===== src/rtl/z80_bus_pkg.sv =====
// Shared types and constants for the Z80 I/O bus initiator.
package z80_bus_pkg;

    typedef enum logic [2:0] {IDLE, T1, T2, TW, T3} z80_io_state_t;

    // The Z80 always inserts one automatic wait state on I/O cycles.
    localparam int unsigned Z80_IO_AUTO_WAIT = 1;

    typedef struct packed {
        logic       write;
        logic [7:0] addr;
        logic [7:0] wdata;
    } z80_io_req_t;

endpackage


===== src/rtl/z80_io_initiator_if.sv =====
// Request/response channel plus Z80 I/O bus pins of the initiator.
interface z80_io_initiator_if;

    logic       req_valid;
    logic       req_ready;
    logic       req_write;
    logic [7:0] req_addr;
    logic [7:0] req_wdata;
    logic       rsp_valid;
    logic [7:0] rsp_rdata;
    logic [7:0] A;
    logic       iorq_n;
    logic       rd_n;
    logic       wr_n;
    logic [7:0] cd_out;
    logic       cd_oe;
    logic [7:0] cd_in;
    logic       wait_n;

    modport master (
        input  req_valid, req_write, req_addr, req_wdata, cd_in, wait_n,
        output req_ready, rsp_valid, rsp_rdata, A, iorq_n, rd_n, wr_n, cd_out, cd_oe
    );

    modport slave (
        output req_valid, req_write, req_addr, req_wdata, cd_in, wait_n,
        input  req_ready, rsp_valid, rsp_rdata, A, iorq_n, rd_n, wr_n, cd_out, cd_oe
    );

endinterface


===== src/rtl/z80_tstate_timer.sv =====
// Divides the clock into T-states; last_tick marks the final clk of each T-state.
module z80_tstate_timer #(
    parameter int unsigned CLKS_PER_T = 4
) (
    input  logic clk,
    input  logic reset,
    input  logic enable,
    input  logic restart,
    output logic last_tick
);

    localparam int unsigned TickW = (CLKS_PER_T > 1) ? $clog2(CLKS_PER_T) : 1;
    localparam logic [TickW-1:0] TickLast = TickW'(CLKS_PER_T - 1);

    logic [TickW-1:0] tick_q;

    assign last_tick = enable && (tick_q == TickLast);

    // Wrapping on last_tick lets a repeated TW state time a fresh T-state.
    always_ff @(posedge clk or posedge reset) begin
        if (reset) begin
            tick_q <= '0;
        end else if (restart || last_tick || !enable) begin
            tick_q <= '0;
        end else begin
            tick_q <= tick_q + 1'b1;
        end
    end

endmodule


===== src/rtl/z80_io_initiator.sv =====
// Z80 I/O bus master: turns valid/ready requests into T1/T2/TW/T3 IN/OUT cycles.
module z80_io_initiator
    import z80_bus_pkg::*;
#(
    parameter int unsigned CLKS_PER_T  = 4,
    parameter int unsigned WAIT_STATES = Z80_IO_AUTO_WAIT
) (
    input logic                clk,
    input logic                reset,
    z80_io_initiator_if.master bus
);

    localparam int unsigned WaitW = (WAIT_STATES > 0) ? $clog2(WAIT_STATES + 1) : 1;

    z80_io_state_t    state_q, state_d;
    z80_io_req_t      req_q, req_d;
    logic [WaitW-1:0] wait_q, wait_d;
    logic             req_ready_q, req_ready_d;
    logic             rsp_valid_q, rsp_valid_d;
    logic [7:0]       rsp_rdata_q, rsp_rdata_d;
    logic [7:0]       a_q, a_d;
    logic             iorq_n_q, iorq_n_d;
    logic             rd_n_q, rd_n_d;
    logic             wr_n_q, wr_n_d;
    logic [7:0]       cd_out_q, cd_out_d;
    logic             cd_oe_q, cd_oe_d;
    logic             last_tick;
    logic             restart;
    logic             waits_done;

    z80_tstate_timer #(
        .CLKS_PER_T(CLKS_PER_T)
    ) u_timer (
        .clk      (clk),
        .reset    (reset),
        .enable   (state_q != IDLE),
        .restart  (restart),
        .last_tick(last_tick)
    );

    // True while finishing the last mandatory TW (or any TW once they are all done).
    assign waits_done = (32'(wait_q) + 32'd1 >= WAIT_STATES);

    always_comb begin
        state_d     = state_q;
        req_d       = req_q;
        wait_d      = wait_q;
        rsp_valid_d = 1'b0;
        rsp_rdata_d = rsp_rdata_q;
        a_d         = a_q;
        iorq_n_d    = iorq_n_q;
        rd_n_d      = rd_n_q;
        wr_n_d      = wr_n_q;
        cd_out_d    = cd_out_q;
        cd_oe_d     = cd_oe_q;

        unique case (state_q)
            IDLE: begin
                if (bus.req_valid) begin
                    req_d   = '{write: bus.req_write, addr: bus.req_addr, wdata: bus.req_wdata};
                    state_d = T1;
                    a_d     = bus.req_addr;
                    if (bus.req_write) begin
                        cd_out_d = bus.req_wdata;
                        cd_oe_d  = 1'b1;
                    end
                end
            end
            T1: begin
                if (last_tick) begin
                    state_d  = T2;
                    iorq_n_d = 1'b0;
                    rd_n_d   = req_q.write;
                    wr_n_d   = !req_q.write;
                end
            end
            T2: begin
                if (last_tick) begin
                    state_d = (WAIT_STATES > 0 || !bus.wait_n) ? TW : T3;
                end
            end
            TW: begin
                if (last_tick) begin
                    if (waits_done && bus.wait_n) begin
                        state_d = T3;
                    end else if (!waits_done) begin
                        wait_d = wait_q + 1'b1;
                    end
                end
            end
            T3: begin
                if (last_tick) begin
                    state_d     = IDLE;
                    rsp_valid_d = 1'b1;
                    rsp_rdata_d = req_q.write ? 8'h00 : bus.cd_in;
                    iorq_n_d    = 1'b1;
                    rd_n_d      = 1'b1;
                    wr_n_d      = 1'b1;
                    cd_oe_d     = 1'b0;
                end
            end
            default: state_d = IDLE;
        endcase

        restart = (state_d != state_q);
        if (restart) begin
            wait_d = '0;
        end
        req_ready_d = (state_d == IDLE);
    end

    always_ff @(posedge clk or posedge reset) begin
        if (reset) begin
            state_q <= IDLE;
            req_q   <= '0;
            wait_q  <= '0;
        end else begin
            state_q <= state_d;
            req_q   <= req_d;
            wait_q  <= wait_d;
        end
    end

    always_ff @(posedge clk or posedge reset) begin
        if (reset) begin
            req_ready_q <= 1'b1;
            rsp_valid_q <= 1'b0;
            rsp_rdata_q <= 8'h00;
            a_q         <= 8'h00;
            iorq_n_q    <= 1'b1;
            rd_n_q      <= 1'b1;
            wr_n_q      <= 1'b1;
            cd_out_q    <= 8'h00;
            cd_oe_q     <= 1'b0;
        end else begin
            req_ready_q <= req_ready_d;
            rsp_valid_q <= rsp_valid_d;
            rsp_rdata_q <= rsp_rdata_d;
            a_q         <= a_d;
            iorq_n_q    <= iorq_n_d;
            rd_n_q      <= rd_n_d;
            wr_n_q      <= wr_n_d;
            cd_out_q    <= cd_out_d;
            cd_oe_q     <= cd_oe_d;
        end
    end

    assign bus.req_ready = req_ready_q;
    assign bus.rsp_valid = rsp_valid_q;
    assign bus.rsp_rdata = rsp_rdata_q;
    assign bus.A         = a_q;
    assign bus.iorq_n    = iorq_n_q;
    assign bus.rd_n      = rd_n_q;
    assign bus.wr_n      = wr_n_q;
    assign bus.cd_out    = cd_out_q;
    assign bus.cd_oe     = cd_oe_q;

endmodule


===== src/flat_wrapper.sv =====
// flat-port wrapper written by rule: the top's interface ports become plain ports
module z80_io_initiator_flat import z80_bus_pkg::*;
#(
    parameter int unsigned CLKS_PER_T  = 4,
    parameter int unsigned WAIT_STATES = Z80_IO_AUTO_WAIT
)
  (clk, reset, bus_req_valid, bus_req_write, bus_req_addr, bus_req_wdata, bus_cd_in, bus_wait_n, bus_req_ready, bus_rsp_valid, bus_rsp_rdata, bus_A, bus_iorq_n, bus_rd_n, bus_wr_n, bus_cd_out, bus_cd_oe);
  z80_io_initiator_if bus_i ();
  input logic clk;
  input logic reset;
  input wire logic [$bits(bus_i.req_valid)-1:0] bus_req_valid;
  input wire logic [$bits(bus_i.req_write)-1:0] bus_req_write;
  input wire logic [$bits(bus_i.req_addr)-1:0] bus_req_addr;
  input wire logic [$bits(bus_i.req_wdata)-1:0] bus_req_wdata;
  input wire logic [$bits(bus_i.cd_in)-1:0] bus_cd_in;
  input wire logic [$bits(bus_i.wait_n)-1:0] bus_wait_n;
  output wire logic [$bits(bus_i.req_ready)-1:0] bus_req_ready;
  output wire logic [$bits(bus_i.rsp_valid)-1:0] bus_rsp_valid;
  output wire logic [$bits(bus_i.rsp_rdata)-1:0] bus_rsp_rdata;
  output wire logic [$bits(bus_i.A)-1:0] bus_A;
  output wire logic [$bits(bus_i.iorq_n)-1:0] bus_iorq_n;
  output wire logic [$bits(bus_i.rd_n)-1:0] bus_rd_n;
  output wire logic [$bits(bus_i.wr_n)-1:0] bus_wr_n;
  output wire logic [$bits(bus_i.cd_out)-1:0] bus_cd_out;
  output wire logic [$bits(bus_i.cd_oe)-1:0] bus_cd_oe;
  assign bus_i.req_valid = bus_req_valid;
  assign bus_i.req_write = bus_req_write;
  assign bus_i.req_addr = bus_req_addr;
  assign bus_i.req_wdata = bus_req_wdata;
  assign bus_i.cd_in = bus_cd_in;
  assign bus_i.wait_n = bus_wait_n;
  assign bus_req_ready = bus_i.req_ready;
  assign bus_rsp_valid = bus_i.rsp_valid;
  assign bus_rsp_rdata = bus_i.rsp_rdata;
  assign bus_A = bus_i.A;
  assign bus_iorq_n = bus_i.iorq_n;
  assign bus_rd_n = bus_i.rd_n;
  assign bus_wr_n = bus_i.wr_n;
  assign bus_cd_out = bus_i.cd_out;
  assign bus_cd_oe = bus_i.cd_oe;
  z80_io_initiator #(.CLKS_PER_T(CLKS_PER_T), .WAIT_STATES(WAIT_STATES)) u_core (.clk(clk), .reset(reset), .bus(bus_i));
endmodule

===== config.mk =====
export PLATFORM = sky130hd
export DESIGN_NAME = z80_io_initiator_flat
export DESIGN_NICKNAME = d
export VERILOG_FILES = /design/src/rtl/z80_bus_pkg.sv /design/src/rtl/z80_io_initiator_if.sv /design/src/rtl/z80_tstate_timer.sv /design/src/rtl/z80_io_initiator.sv /design/src/flat_wrapper.sv
export SDC_FILE = /design/constraint.sdc
export NUM_CORES = 1
export LEC_CHECK = 0
export ABC_AREA = 0
export CAP_MARGIN = 20
export CORE_UTILIZATION = 39
export CTS_CLUSTER_SIZE = 40
export DETAILED_ROUTE_END_ITERATION = 10
export GPL_TIMING_DRIVEN = 0
export PLACE_DENSITY = 0.76
export SLEW_MARGIN = 10
export SYNTH_ARGS = -nofsm -noshare
export SYNTH_HDL_FRONTEND = slang
export SYNTH_SLANG_ARGS = --single-unit

===== constraint.sdc =====
create_clock -name clk -period 1.45 [get_ports clk]
set_input_delay 0.435 -clock clk [delete_from_list [all_inputs] [get_ports clk]]
set_output_delay 0.435 -clock clk [all_outputs]
set_load 0.02 [all_outputs]

* Word level (Yosys, flattened, before mapping)
Index checks and enable logic that the tools add are counted.
Operators by class: $add $sub $neg 3, $lt $le $gt $ge 1, equal/unequal tests 12, muxes and demuxes 26, reductions and logical operators 19
Operators by type and width (number):
- >= comparator 32 x 1 -> 1 bit, second input constant | 1
- two-way mux 3 bit | 6
- one-hot mux 3 bit (5 select lines) | 1
- two-way mux 1 bit | 13
- inequality test 2 bit, second input constant | 6
- two-way mux 8 bit | 1
- one-hot mux 1 bit (2 select lines) | 4
- AND reduction 4 bit | 2
- nonzero test 2 bit | 4
- equality test 3 x 2 -> 1 bit, second input constant | 2
- logical NOT 3 bit | 2
- AND reduction 3 bit | 2
- AND reduction 2 bit | 2
- equality test 3 x 1 -> 1 bit, second input constant | 1
- equality test 3 bit, second input constant | 1
- inequality test 3 bit | 1
- nonzero test 3 bit | 1
- adder 1 x 1 -> 2 bit, second input constant | 1
- adder 2 x 1 -> 2 bit, second input constant | 1
- equality test 2 bit, second input constant | 1
- logical AND 1 bit | 2
- logical NOT 1 bit | 2
- logical OR 1 bit | 2
- two-way mux 2 bit | 1
- adder 1 bit, second input constant | 1
Word-level totals: register bits 37, input bits 29, output and inout bits 30, logic and storage cells 74

* Depth between registers and ports, before layout
word-level depth 10, gate-level depth with buffers 7

* Cells and area by module
A second synthesis with hierarchy kept.
Second synthesis, totals: cell total of the unflattened synthesis 132, area, all modules 1591.5 µm²
Modules (own cells, without submodules):
- z80_io_initiator | times used 1, cells an instance 125, area an instance 1491.4 µm², sequential area each 855.8 µm²
- z80_tstate_timer | times used 1, cells an instance 7, area an instance 100.1 µm², sequential area each 50.0 µm²

* Worst setup path before layout
Ideal clock, no wire load.
path type register to register, from register u_core.u_timer.tick_q[0], to register u_core.rsp_rdata_q[0], in the netlist u_core.bus.rsp_rdata[0], arrival 1311 ps, required time 1367 ps, slack 56 ps, stages on the path, launching flop included 8, path buffers 3, path through dfrtp_1 -> ha_1 -> buf_2 -> nand4bb_1 -> clkbuf_1 -> buf_2 -> nand2_1 -> o21ai_0
Between the ends: word-level cells in the longest chain between the ends 3
Ends and longest elaborated chain:
- start, declared | line z80_tstate_timer.sv:15 | logic [TickW-1:0] tick_q;
- start signal, assigned | line z80_tstate_timer.sv:26 | tick_q <= tick_q + 1'b1;
- equality test 2 bit | line z80_tstate_timer.sv:17 | assign last_tick = enable && (tick_q == TickLast);
- logical AND 1 bit | line z80_tstate_timer.sv:17
- AND reduction 2 bit (no line)
- end signal, assigned | line z80_io_initiator.sv:138 | rsp_rdata_q <= rsp_rdata_d;
- end, declared | line z80_io_initiator.sv:20 | logic [7:0] rsp_rdata_q, rsp_rdata_d;
Every way passes these cells. A chain may end at the register's enable or synchronous reset.

* Worst setup path after layout
from register u_core.state_q[1], to register u_core.cd_out_q[2], in the netlist u_core.bus.cd_out[2]
Between the ends: word-level cells in the longest chain between the ends 2
Ends and longest elaborated chain:
- start, declared | line z80_io_initiator.sv:15 | z80_io_state_t state_q, state_d;
- start signal, assigned | line z80_io_initiator.sv:118 | state_q <= state_d;
- logical NOT 3 bit | line z80_io_initiator.sv:57 | unique case (state_q)
- AND reduction 3 bit (no line)
- end signal, assigned | line z80_io_initiator.sv:143 | cd_out_q <= cd_out_d;
- end, declared | line z80_io_initiator.sv:25 | logic [7:0] cd_out_q, cd_out_d;
Every way passes these cells.

==> metrics.md <==
| Metric | Value |
|---|---|
| Adder-Cell Fraction of Synth Area | `less than 1%` |
| Mux cell area share after synthesis | `13.8%` |
| Multi-input combinational cell area | `~650 sq um` |
| Worst Setup Path Type | `flop to flop` |
| Hold Crit Class | `flop to flop` |
| Syn Nets | `about 150` |
| DR iter-0 viols | `21` |
| Final Non-Filler Cells | `240` |
| Lkg Pwr | `1.08 nW` |
| Max Fclk | `0.672 GHz` |
| CP Data Arrival Time | `1.66 ns` |
| Num rows | `22` |
| WHS Path Cells | `1` |
| Netlist cell types | `30` |
| Worst r2r dst | `u_core.bus.cd_out[2]` |
| Syn avg cell area | `12.4 sq um` |
| Largest family of logic cells by synthesized area | `multiplexers` |
| PwrDens | `1870 nW/um^2` |
| Total GRT Usage | `19.1%` |
| Clock Latency Late Sink | `0.28 ns` |
| Critical Path Start Type | `flop` |
| Synth Area in Simple Gates | `between 10% and 20%` |
| Final WS setup | `-0.0392 ns` |
| Register area | `907 sq um` |
| Post-synth ARST share | `100%` |
| Die height | `roughly 64 um` |
| Num CTS Buffers | `5` |
| Hold_sp | `u_core.u_timer.tick_q[0]` |
| List of most frequent post-synthesis cells | `dfrtp_1, nand2_1, o21ai_0` |
| Hold Vio Cnt, Final | `0` |
| Total number of vias | `1,176` |
| I/O pin cnt | `59` |
| Starting density of the core | `between 40% and 50%` |
| Clock buffer depth | `2` |
| Fin Setup TNS | `-0.244 ns` |
| Post-synth EDFFs | `0` |
| Clock Skew | `~0.0055 ns` |
| Die ar. | `between 4000 and 5000 sq um` |
| Std-Cell Core Area | `3690 sq um` |
| CP required | `1.62 ns` |
| Max H-tree Level | `2` |
| Ranking of synthesized cells by area | `dfrtp_1, mux2_4, dfstp_2, mux2_2, nand2_1` |
| Clk Tree Root Cell | `clkbuf_8` |
| Fin. max-slew vios | `0` |
| Critical path endpoint category | `flop` |
| Hold Path End | `u_core.u_timer.tick_q[0]` |
| Unrepaired setup endpoints after global routing | `true` |
| FF-to-FF path depth | `4` |
| Worst-path clk slew | `around 0.070 ns` |
| FF-to-FF Start | `u_core.state_q[1]` |
| Failing checks | `setup timing` |
| Max IR drop VDD | `1.16 mV` |
| Outcome | `finished, violations left` |
| Worst relative slew slack | `50.1%` |
| Complex-gate fraction of the synthesized area | `a little under a tenth` |
| First-pass GRT wire length | `roughly 5.9 mm` |
| Ys Warns | `0` |
| Worst slew pin tran | `around 0.75 ns` |
| Largest net degree at the start of global routing | `37` |
| TritonCTS clock tree | `done` |
| Layout fillers | `310` |
| Diodes inserted | `0` |
| Post-synthesis sequential area ratio | `between 50% and 60%` |
| R2R setup slack | `-0.04 ns` |
| Yosys top cell area share | `52.8%` |
| DR WL/cell | `14.6 um` |
| Synthesized area | `1520 sq um` |
| Syn Inst Count | `around 120` |
| Max_cap viols | `0` |
| Post-synthesis xor/xnor area fraction | `0%` |
| Routed Antenna Nets | `0` |
| Die Wd | `64.4 um` |
| Most frequent cell after synthesis | `dfrtp_1` |
| DRC | `0` |
| Area growth syn-to-layout | `54.3%` |
| Routability-driven placement congestion ratio | `0.785` |
| Flops & latches, synth | `36` |
| I/O Buffers | `58` |
| Share of cells above drive strength 1 | `26.0%` |
| Initial antenna violation count | `0` |
| Period minus WS final | `1.49 ns` |
| DP Wirelength | `2.31 mm` |
| CTS sink count | `36` |
| Final setup fails | `12` |
| Via density | `4.90` |
| Routed WL | `3.50 mm` |
| Critical Path Fanout Max | `6` |
| Main synth FF type | `dfrtp_1` |
| Period utilization | `103%` |
| Final nets | `222` |
| Dpl cells | `228` |
| Number of global-route vias before repair | `1,277` |
| Total grt overflow | `0` |
| Post-synth top area cell | `dfrtp_1` |
| Drt first pass iters | `4` |
-- per-stage QoR --
step           area, sq um  hold WS [ns]  worst slack [ns]  utilization [%]  total power [mW]
4_1_cts               2290         0.440           -0.0684             62.0              4.29
3_3_place_gp          2160         0.423            -0.525             58.5              3.62
5_1_grt               2340         0.459           -0.0898             63.5              4.63
2_1_floorplan         1520         0.409            0.0563                -              2.78
6_report              2340         0.439           -0.0392             63.5              4.37
3_5_place_dp          2160         0.431            -0.528             58.5              3.69
-- power breakdown --
part	total, mW	leakage (nW)	internal, mW	switching, mW
sequential	1.69	0.399	1.44	0.250
clock	0.664	0.0410	0.326	0.338
combinational	2.02	0.640	1.02	1.01
total	4.37	1.08	2.78	1.59
-- cell usage in the layout (no fill, tap or decap), types with 2 or more instances in the layout --
cell and instances:
a2bb2oi_1 2, dfrtp_1 31, nor2b_1 2, nor2_1 2
buf_6 4, buf_4 5, o21ai_0 12, dlygate4sd2_1 9
buf_2 4, nor3_1 2, mux2_4 16, nand2_1 18
inv_1 2, dfstp_2 4, clkbuf_1 2, clkdlybuf4s50_1 27
nand2_8 2, o31ai_1 2, clkbuf_8 5, clkbuf_2 3
nand2b_1 5, clkdlybuf4s15_1 16
-- state kept, by name, indices dropped and copies added, names as in the netlist --
name / cells
u_core.bus.A: 8
u_core.bus.cd_out: 8
u_core.bus.rsp_rdata: 8
u_core.state_q: 3
u_core.u_timer.tick_q: 2
u_core.bus.cd_oe: 1
u_core.bus.iorq_n: 1
u_core.bus.rd_n: 1
u_core.bus.req_ready: 1
u_core.bus.rsp_valid: 1
u_core.bus.wr_n: 1
u_core.req_q: 1
-- worst max-delay path by stage --
stage,startpoint,endpoint,slack [ns],depth (start not counted)
global placement,reset,u_core.bus.rsp_rdata[4],-0.52,2
global route,u_core.state_q[1],u_core.bus.cd_out[1],-0.09,4
detailed placement,bus_req_valid,u_core.bus.cd_out[2],-0.53,5
floorplan,u_core.u_timer.tick_q[0],u_core.bus.rsp_rdata[0],0.06,7
finish,u_core.state_q[1],u_core.bus.cd_out[2],-0.04,4
CTS,u_core.state_q[1],u_core.bus.cd_out[2],-0.07,4
-- cell type report --
type,count,area share [%]
buffer,6,2.14
clock buffer,6,3.10
clock inverter,1,0.214
inverter,4,0.641
multi-input combinational,76,27.8
sequential,36,38.7
tap,48,2.56
timing repair buffer,63,24.8
-- layer usage --
metal	GRT usage (%)	routed length, um
met1	22.0	1400
met2	31.8	1730
met3	6.96	309
met4	7.50	57
met5	0	0
-- logic make-up (layout without fill, tap and decap cells) --
kind of cell	count (synthesis)	after routing
fa+ha+maj	1	1
simple gates	35	36
mux	16	16
buf+inv	11	80
compound gates	23	23
flops	36	36
-- critical path, stage by stage, from the launching register on --
cell and delay [ns]:
dfrtp_1 0.41, nor4b_4 0.34, buf_6 0.23, nand2_8 0.09, mux2_4 0.32
-- what timing repair did --
action	in CTS	in global routing
hold endpoints to repair	0	0
cloned	2	0
buffers inserted	3	1
hold buffers	0	0
resized for setup	61	30
pin swaps	1	1
endpoints found under the setup margin	56	44
Power figures use the tool's default switching activity.
